## src/rtl/button_debouncer.sv

```systemverilog
// button_debouncer
//   Per-input debouncer for raw board buttons/switches. Each raw bit is
//   synchronized through two flops. A change is accepted only after the
//   synchronized value differs from the current level for STABLE_CYCLES
//   consecutive cycles. The accepted edge raises a one-cycle press or
//   release pulse.
//
//   Latency: if raw_i is first sampled at a new value on edge E and then held,
//   level_o changes on edge E+STABLE_CYCLES+1.
//
// Parameters
//   N_INPUTS      number of independent raw inputs
//   STABLE_CYCLES stable cycles required before a level change (>= 1)
//
// Ports
//   clk_i      clock, rising edge
//   rstn_i     synchronous active-low reset
//   raw_i      asynchronous raw inputs, active-high
//   level_o    debounced registered level per input
//   press_o    one-cycle pulse on each accepted 0->1 of level_o
//   release_o  one-cycle pulse on each accepted 1->0 of level_o
//
// Configuration
//   BUTTON_DEBOUNCER_RELEASE_PULSE_EN  when defined, release_o is generated;
//                                      otherwise release_o is tied to zero.

module button_debouncer #(
    parameter int unsigned N_INPUTS      = 4,
    parameter int unsigned STABLE_CYCLES = 1000000
) (
    input  logic                clk_i,
    input  logic                rstn_i,
    input  logic [N_INPUTS-1:0] raw_i,
    output logic [N_INPUTS-1:0] level_o,
    output logic [N_INPUTS-1:0] press_o,
    output logic [N_INPUTS-1:0] release_o
);

    localparam int unsigned    CNT_W    = $clog2(STABLE_CYCLES + 1);
    localparam logic [CNT_W-1:0] CNT_LAST = CNT_W'(STABLE_CYCLES - 1);

    logic [N_INPUTS-1:0] sync1_q, sync1_d;
    logic [N_INPUTS-1:0] sync2_q, sync2_d;
    logic [N_INPUTS-1:0] level_q, level_d;
    logic [N_INPUTS-1:0] press_q, press_d;
    logic [CNT_W-1:0]    cnt_q [N_INPUTS];
    logic [CNT_W-1:0]    cnt_d [N_INPUTS];

`ifdef BUTTON_DEBOUNCER_RELEASE_PULSE_EN
    logic [N_INPUTS-1:0] release_q, release_d;
`endif

    // Next-state: synchronizer shift, per-input stability counters, edge pulses
    always_comb begin
        sync1_d = raw_i;
        sync2_d = sync1_q;
        level_d = level_q;
        press_d = '0;
`ifdef BUTTON_DEBOUNCER_RELEASE_PULSE_EN
        release_d = '0;
`endif
        for (int unsigned i = 0; i < N_INPUTS; i++) begin
            // Any cycle matching the current level restarts the window
            cnt_d[i] = '0;
            if (sync2_q[i] != level_q[i]) begin
                if (cnt_q[i] == CNT_LAST) begin
                    // Window complete: accept the new level, counter returns to 0
                    level_d[i] = sync2_q[i];
                    press_d[i] = sync2_q[i];
`ifdef BUTTON_DEBOUNCER_RELEASE_PULSE_EN
                    release_d[i] = ~sync2_q[i];
`endif
                end else begin
                    cnt_d[i] = cnt_q[i] + CNT_W'(1);
                end
            end
        end
    end

    // State registers with synchronous active-low reset
    always_ff @(posedge clk_i) begin
        if (!rstn_i) begin
            sync1_q <= '0;
            sync2_q <= '0;
            level_q <= '0;
            press_q <= '0;
            for (int unsigned i = 0; i < N_INPUTS; i++) begin
                cnt_q[i] <= '0;
            end
        end else begin
            sync1_q <= sync1_d;
            sync2_q <= sync2_d;
            level_q <= level_d;
            press_q <= press_d;
            for (int unsigned i = 0; i < N_INPUTS; i++) begin
                cnt_q[i] <= cnt_d[i];
            end
        end
    end

`ifdef BUTTON_DEBOUNCER_RELEASE_PULSE_EN
    // Release pulse register, present only when the pulse is enabled
    always_ff @(posedge clk_i) begin
        if (!rstn_i) begin
            release_q <= '0;
        end else begin
            release_q <= release_d;
        end
    end

    assign release_o = release_q;
`else
    assign release_o = '0;
`endif

    assign level_o = level_q;
    assign press_o = press_q;

endmodule

```

## config.mk

```make
export PLATFORM = sky130hd
export DESIGN_NAME = button_debouncer
export DESIGN_NICKNAME = d
export VERILOG_FILES = /design/src/rtl/button_debouncer.sv
export SDC_FILE = /design/constraint.sdc
export NUM_CORES = 1
export LEC_CHECK = 0
export CAP_MARGIN = 20
export CELL_PAD_IN_SITES_DETAIL_PLACEMENT = 1
export CELL_PAD_IN_SITES_GLOBAL_PLACEMENT = 2
export CORE_ASPECT_RATIO = 0.8
export CORE_MARGIN = 2
export CORE_UTILIZATION = 37
export DETAILED_ROUTE_END_ITERATION = 10
export PLACE_DENSITY = 0.88
export SLEW_MARGIN = 20
export SYNTH_ARGS = -nofsm -noshare
export SYNTH_HDL_FRONTEND = slang
export SYNTH_SLANG_ARGS = --single-unit
```

## constraint.sdc

```tcl
create_clock -name clk_i -period 2.2 [get_ports clk_i]
set_input_delay 0.33 -clock clk_i [delete_from_list [all_inputs] [get_ports clk_i]]
set_output_delay 0.33 -clock clk_i [all_outputs]
set_load 0.02 [all_outputs]
```

After elaboration in Yosys (flattened, before gate mapping)
Memory sizes are Yosys's and may differ from the RTL's. Cells that the tools add are included.

Register bits after elaboration: 16. Memories: 1. Word-level logic and storage cells: 49. Output and inout port bits: 12. Input port bits: 6. Memory bits (writable): 80.

$add $sub $neg: 4. Reductions and logical operators: 8. Equality and inequality tests: 8. Mux-type cells: 14. Bitwise gates (word level): 4.

Memories: cnt_q (words 4, bits a word 20, read ports 4, clocked after Yosys merged registers in 0, write ports 4, line 46) `logic [CNT_W-1:0] cnt_q [N_INPUTS];`.

Operators by type and width (count): $mux 20 (12); $add 20x1->20 const B (4); $eq 20x20->1 const B (4); $reduce_and 3->1 (4); $reduce_and 2->1 (4); $ne 1x1->1 (4); $or 1x1->1 (4); $mux 1 (2).

Logic depth before layout (Yosys ltp)
An unclocked memory read counts as a cell.

Word-level depth: 5. Gate-level depth with buffers: 6. Depth with buffers taken out: 5.

Worst setup path after synthesis
Ideal clock, no wire load.

Path type: flip-flop to flip-flop. Start: memory cnt_q[2][12] (netlist bit). End: memory cnt_q[2][17] (netlist bit). Arrival time: 1763 ps. Period minus slack after synthesis: 1888 ps. Buffers on the path: 1. Path slack: 312 ps. Stages on the path, launching flop included: 6. Required time: 2075 ps. Library setup time: 125 ps. Cell sequence: dfxtp_1 > or4b_1 > or4_1 > o211ai_2 > buf_6 > a21oi_1.

RTL lines (line): start: declaration (46).

==> out/results.txt <==
DRT antenna net count -> 0
Yosys Warn Count -> 0
share of post-route cells with drive strength above 1 -> 5.53%
sw power -> 0.693 mW
Flop pwr share -> 51.5%
core area -> 11000 um2
worst-skew pair later-pin latency -> 0.35 ns
global routing's busiest layer -> met2
Site Rows -> 34
Root Buffer Master -> clkbuf_16
synth unique cells -> 37
final setup TNS -> 0 ns
first-pass GRT wire length -> 15900 um
Seq/Total Area, Yosys -> 45.6%
R2R Path End -> cnt_q[2][5]$_SDFF_PP0_
reg2reg setup slack -> 0.1 ns
Final Hold Viols -> 0
Num Clock Sinks -> 96
FF-to-FF Start -> cnt_q[2][12]$_SDFF_PP0_
total number of vias -> 3447
die area -> 12300 um2
Design Power -> 3.40 mW
Fillers -> 1298
Final WS setup -> 0.0984 ns
Final setup violation count -> 0
layout net count -> 511
Register Area -> 1920 um2
DRC Markers -> 0
vias in the first global route -> 3368
placed cells -> 634
synthesis-to-finish area growth -> 13.8%
met2 Usage GRT -> 25.9%
pre-CTS WS -> 0.102 ns
Clock Path Buffers -> 2
Worst EP arrival -> 2.33 ns
worst vdd ir -> 0.000393 V
GRT met3 Usage -> 4.19%
# H-tree levels -> 3
initial antenna violation count -> 0
All-Layer GR Usage -> 16.2%
final slew viol count -> 0
Logic pwr share -> 1.5%
DRT Pass-1 Iters -> 4
non-filler cells in the finished layout -> 650
RSZ-0062 raised after global routing -> no
initial DRC count -> 144
pin count of the biggest net entering global routing -> 21
Post-synth EDFFs -> 0
critical path class -> reg2reg
number of buffers created by CTS -> 9
drt wl/cell -> 14.4 um
post-DR vias/cell -> 5.30
multi-input logic area -> 2130 um2
final worst path period need -> 2.10 ns
Starting Density -> 38.4%
crit path capture type -> flip-flop
Synth Register Bits -> 96
Post-Syn Area per Cell -> 8.65 um2
Placer Congestion -> 0.800
Synth Cell Area -> 4210 um2
Die Span X -> 123 um
clock network power share -> 47.0%
type of origin of the critical path -> flip-flop
setup bufs post-CTS -> 0
Pint -> 2.71 mW
hpwl dp -> 6450 um
Max Cap Viol -> 0
achievable frequency -> 476 MHz
CTS tree -> done
switching part of the total -> 20.4%
Util after Layout -> 43.7%
WHS Endpoint -> cnt_q[0][0]$_SDFF_PP0_
grt ovf -> 0
CTS Hold Buffers Added -> 0
die height -> 99.5 um
antenna fix cells -> 0
Hold Path Origin -> cnt_q[0][0]$_SDFF_PP0_
FFs w/ async S/R, synth -> 0%
total wire length -> 9350 um
Pleak -> 1.45 nW
I/O pin count -> 18
Post-synth top flop -> dfxtp_1
R2R depth -> 5
clock slew seen by the registers of the worst setup and hold paths -> 0.06 ns
period utilization -> 95.5%
CP Max Fanout -> 20
Hold WC Path Type -> reg2reg
M1 GR Usage -> 21.4%
synthesized instance count -> 487
port bufs -> 13
hold path depth -> 1
Required @ worst endpoint -> 2.43 ns
Setup Skew -> 0.00431 ns
pwr dens -> 709 nW/um2
status -> completed
[flip-flops by register name (all words and copies together), names as in the netlist]
register,flops
cnt_q,80
level_o,4
press_o,4
sync1_q,4
sync2_q,4
[critical path: stages (launching register included)]
cell and delay (ns):
dfxtp_1 0.36, or4b_1 0.55, or4_1 0.58, o211ai_2 0.18, buf_6 0.22, nor2_1 0.09
[area by class of cell]
type	count	share of cell area [%]
clock inverter	3	0.835
inverter	15	1.17
timing repair buffer	22	4.20
clock buffer	13	5.43
tap	144	3.76
sequential	96	40.1
multi-input combinational	357	44.5
[layer usage]
| layer | routed length, um | part of all wire, % |
|---|---|---|
| met1 | 4730 | 51 |
| met2 | 4310 | 46 |
| met3 | 193 | 2.1 |
| met4 | 125 | 1.3 |
| met5 | 0 | 0 |
[layout by cell type, fill, tap and decap left out, types with 2 or more instances in the layout]
master / Yosys / final
xor2_1: 26 / 26
o211ai_1: 2 / 2
nand4_1: 22 / 22
clkbuf_16: 0 / 9
dfxtp_1: 96 / 96
clkinv_2: 0 / 2
and3_1: 7 / 7
nor3b_1: 2 / 2
and4_1: 7 / 7
or3_1: 21 / 21
a21oi_1: 30 / 30
nand3_1: 29 / 29
o21a_1: 4 / 4
nor4_1: 9 / 9
a31o_2: 2 / 2
and2_1: 14 / 14
nor3_1: 7 / 7
buf_4: 4 / 8
nor4b_1: 6 / 6
ha_1: 4 / 4
inv_1: 15 / 15
clkbuf_1: 16 / 2
o31ai_1: 8 / 8
nand2_1: 32 / 32
or4b_1: 2 / 2
nor2_1: 59 / 59
clkbuf_8: 0 / 2
conb_1: 1 / 4
clkdlybuf4s50_1: 0 / 13
xnor2_1: 22 / 22
or4_1: 10 / 10
o21ai_0: 20 / 20
[power groups by stage]
stage               combinational (mW)  clock [mW]  sequential (mW)
CTS                             0.0500        1.64             1.75
detailed placement              0.0497           0             1.79
floorplan                       0.0377           0             1.79
global route                    0.0553        1.71             1.75
finish                          0.0494        1.60             1.75
global placement                0.0482           0             1.79
[worst max path at each step]
stage / startpoint / endpoint / slack (ns) / depth (start not counted)
after floorplan: cnt_q[2][12]$_SDFF_PP0_ / cnt_q[2][17]$_SDFF_PP0_ / 0.31 / 5
after global placement: cnt_q[2][12]$_SDFF_PP0_ / cnt_q[2][8]$_SDFF_PP0_ / 0.16 / 5
after detailed placement: cnt_q[2][12]$_SDFF_PP0_ / cnt_q[2][10]$_SDFF_PP0_ / 0.10 / 5
after CTS: cnt_q[2][12]$_SDFF_PP0_ / cnt_q[2][5]$_SDFF_PP0_ / 0.05 / 5
after global routing: cnt_q[2][13]$_SDFF_PP0_ / cnt_q[2][17]$_SDFF_PP0_ / 0.03 / 5
final: cnt_q[2][12]$_SDFF_PP0_ / cnt_q[2][5]$_SDFF_PP0_ / 0.1 / 5
[logic make-up (layout without fill, tap and decap cells)]
| family | count (synthesis) | after routing | share of synthesized area, % |
|---|---|---|---|
| simple gates | 233 | 233 | 29.8 |
| fa+ha+maj | 4 | 4 | 1.19 |
| other cells | 1 | 4 | 0.0890 |
| xor+xnor | 48 | 48 | 9.98 |
| buf+inv | 37 | 53 | 4.01 |
| compound gates | 68 | 68 | 9.38 |
| flops | 96 | 96 | 45.6 |
[per-stage QoR]
stage,hold slack [ns],area [um2]
after global routing,0.464,4790
after floorplan,0.412,4230
final,0.444,4790
after detailed placement,0.436,4490
after CTS,0.453,4790
after global placement,0.418,4490
[timing repair]
action | 4_1_cts | 5_1_grt
endpoints found under the hold margin | 0 | 0
resized for setup | 0 | 1
setup endpoints to repair | 0 | 4
[Yosys cell counts, types with 10 or more instances]
cell	instances	area [um2]
nand2_1	32	120
inv_1	15	56.3
or4_1	10	75.1
nand4_1	22	138
or3_1	21	131
dfxtp_1	96	1920
o21ai_0	20	100
nand3_1	29	145
xor2_1	26	228
a21oi_1	30	150
and2_1	14	87.6
nor2_1	59	221
clkbuf_1	16	60.1
xnor2_1	22	193
(Power assumes the default switching activity.)
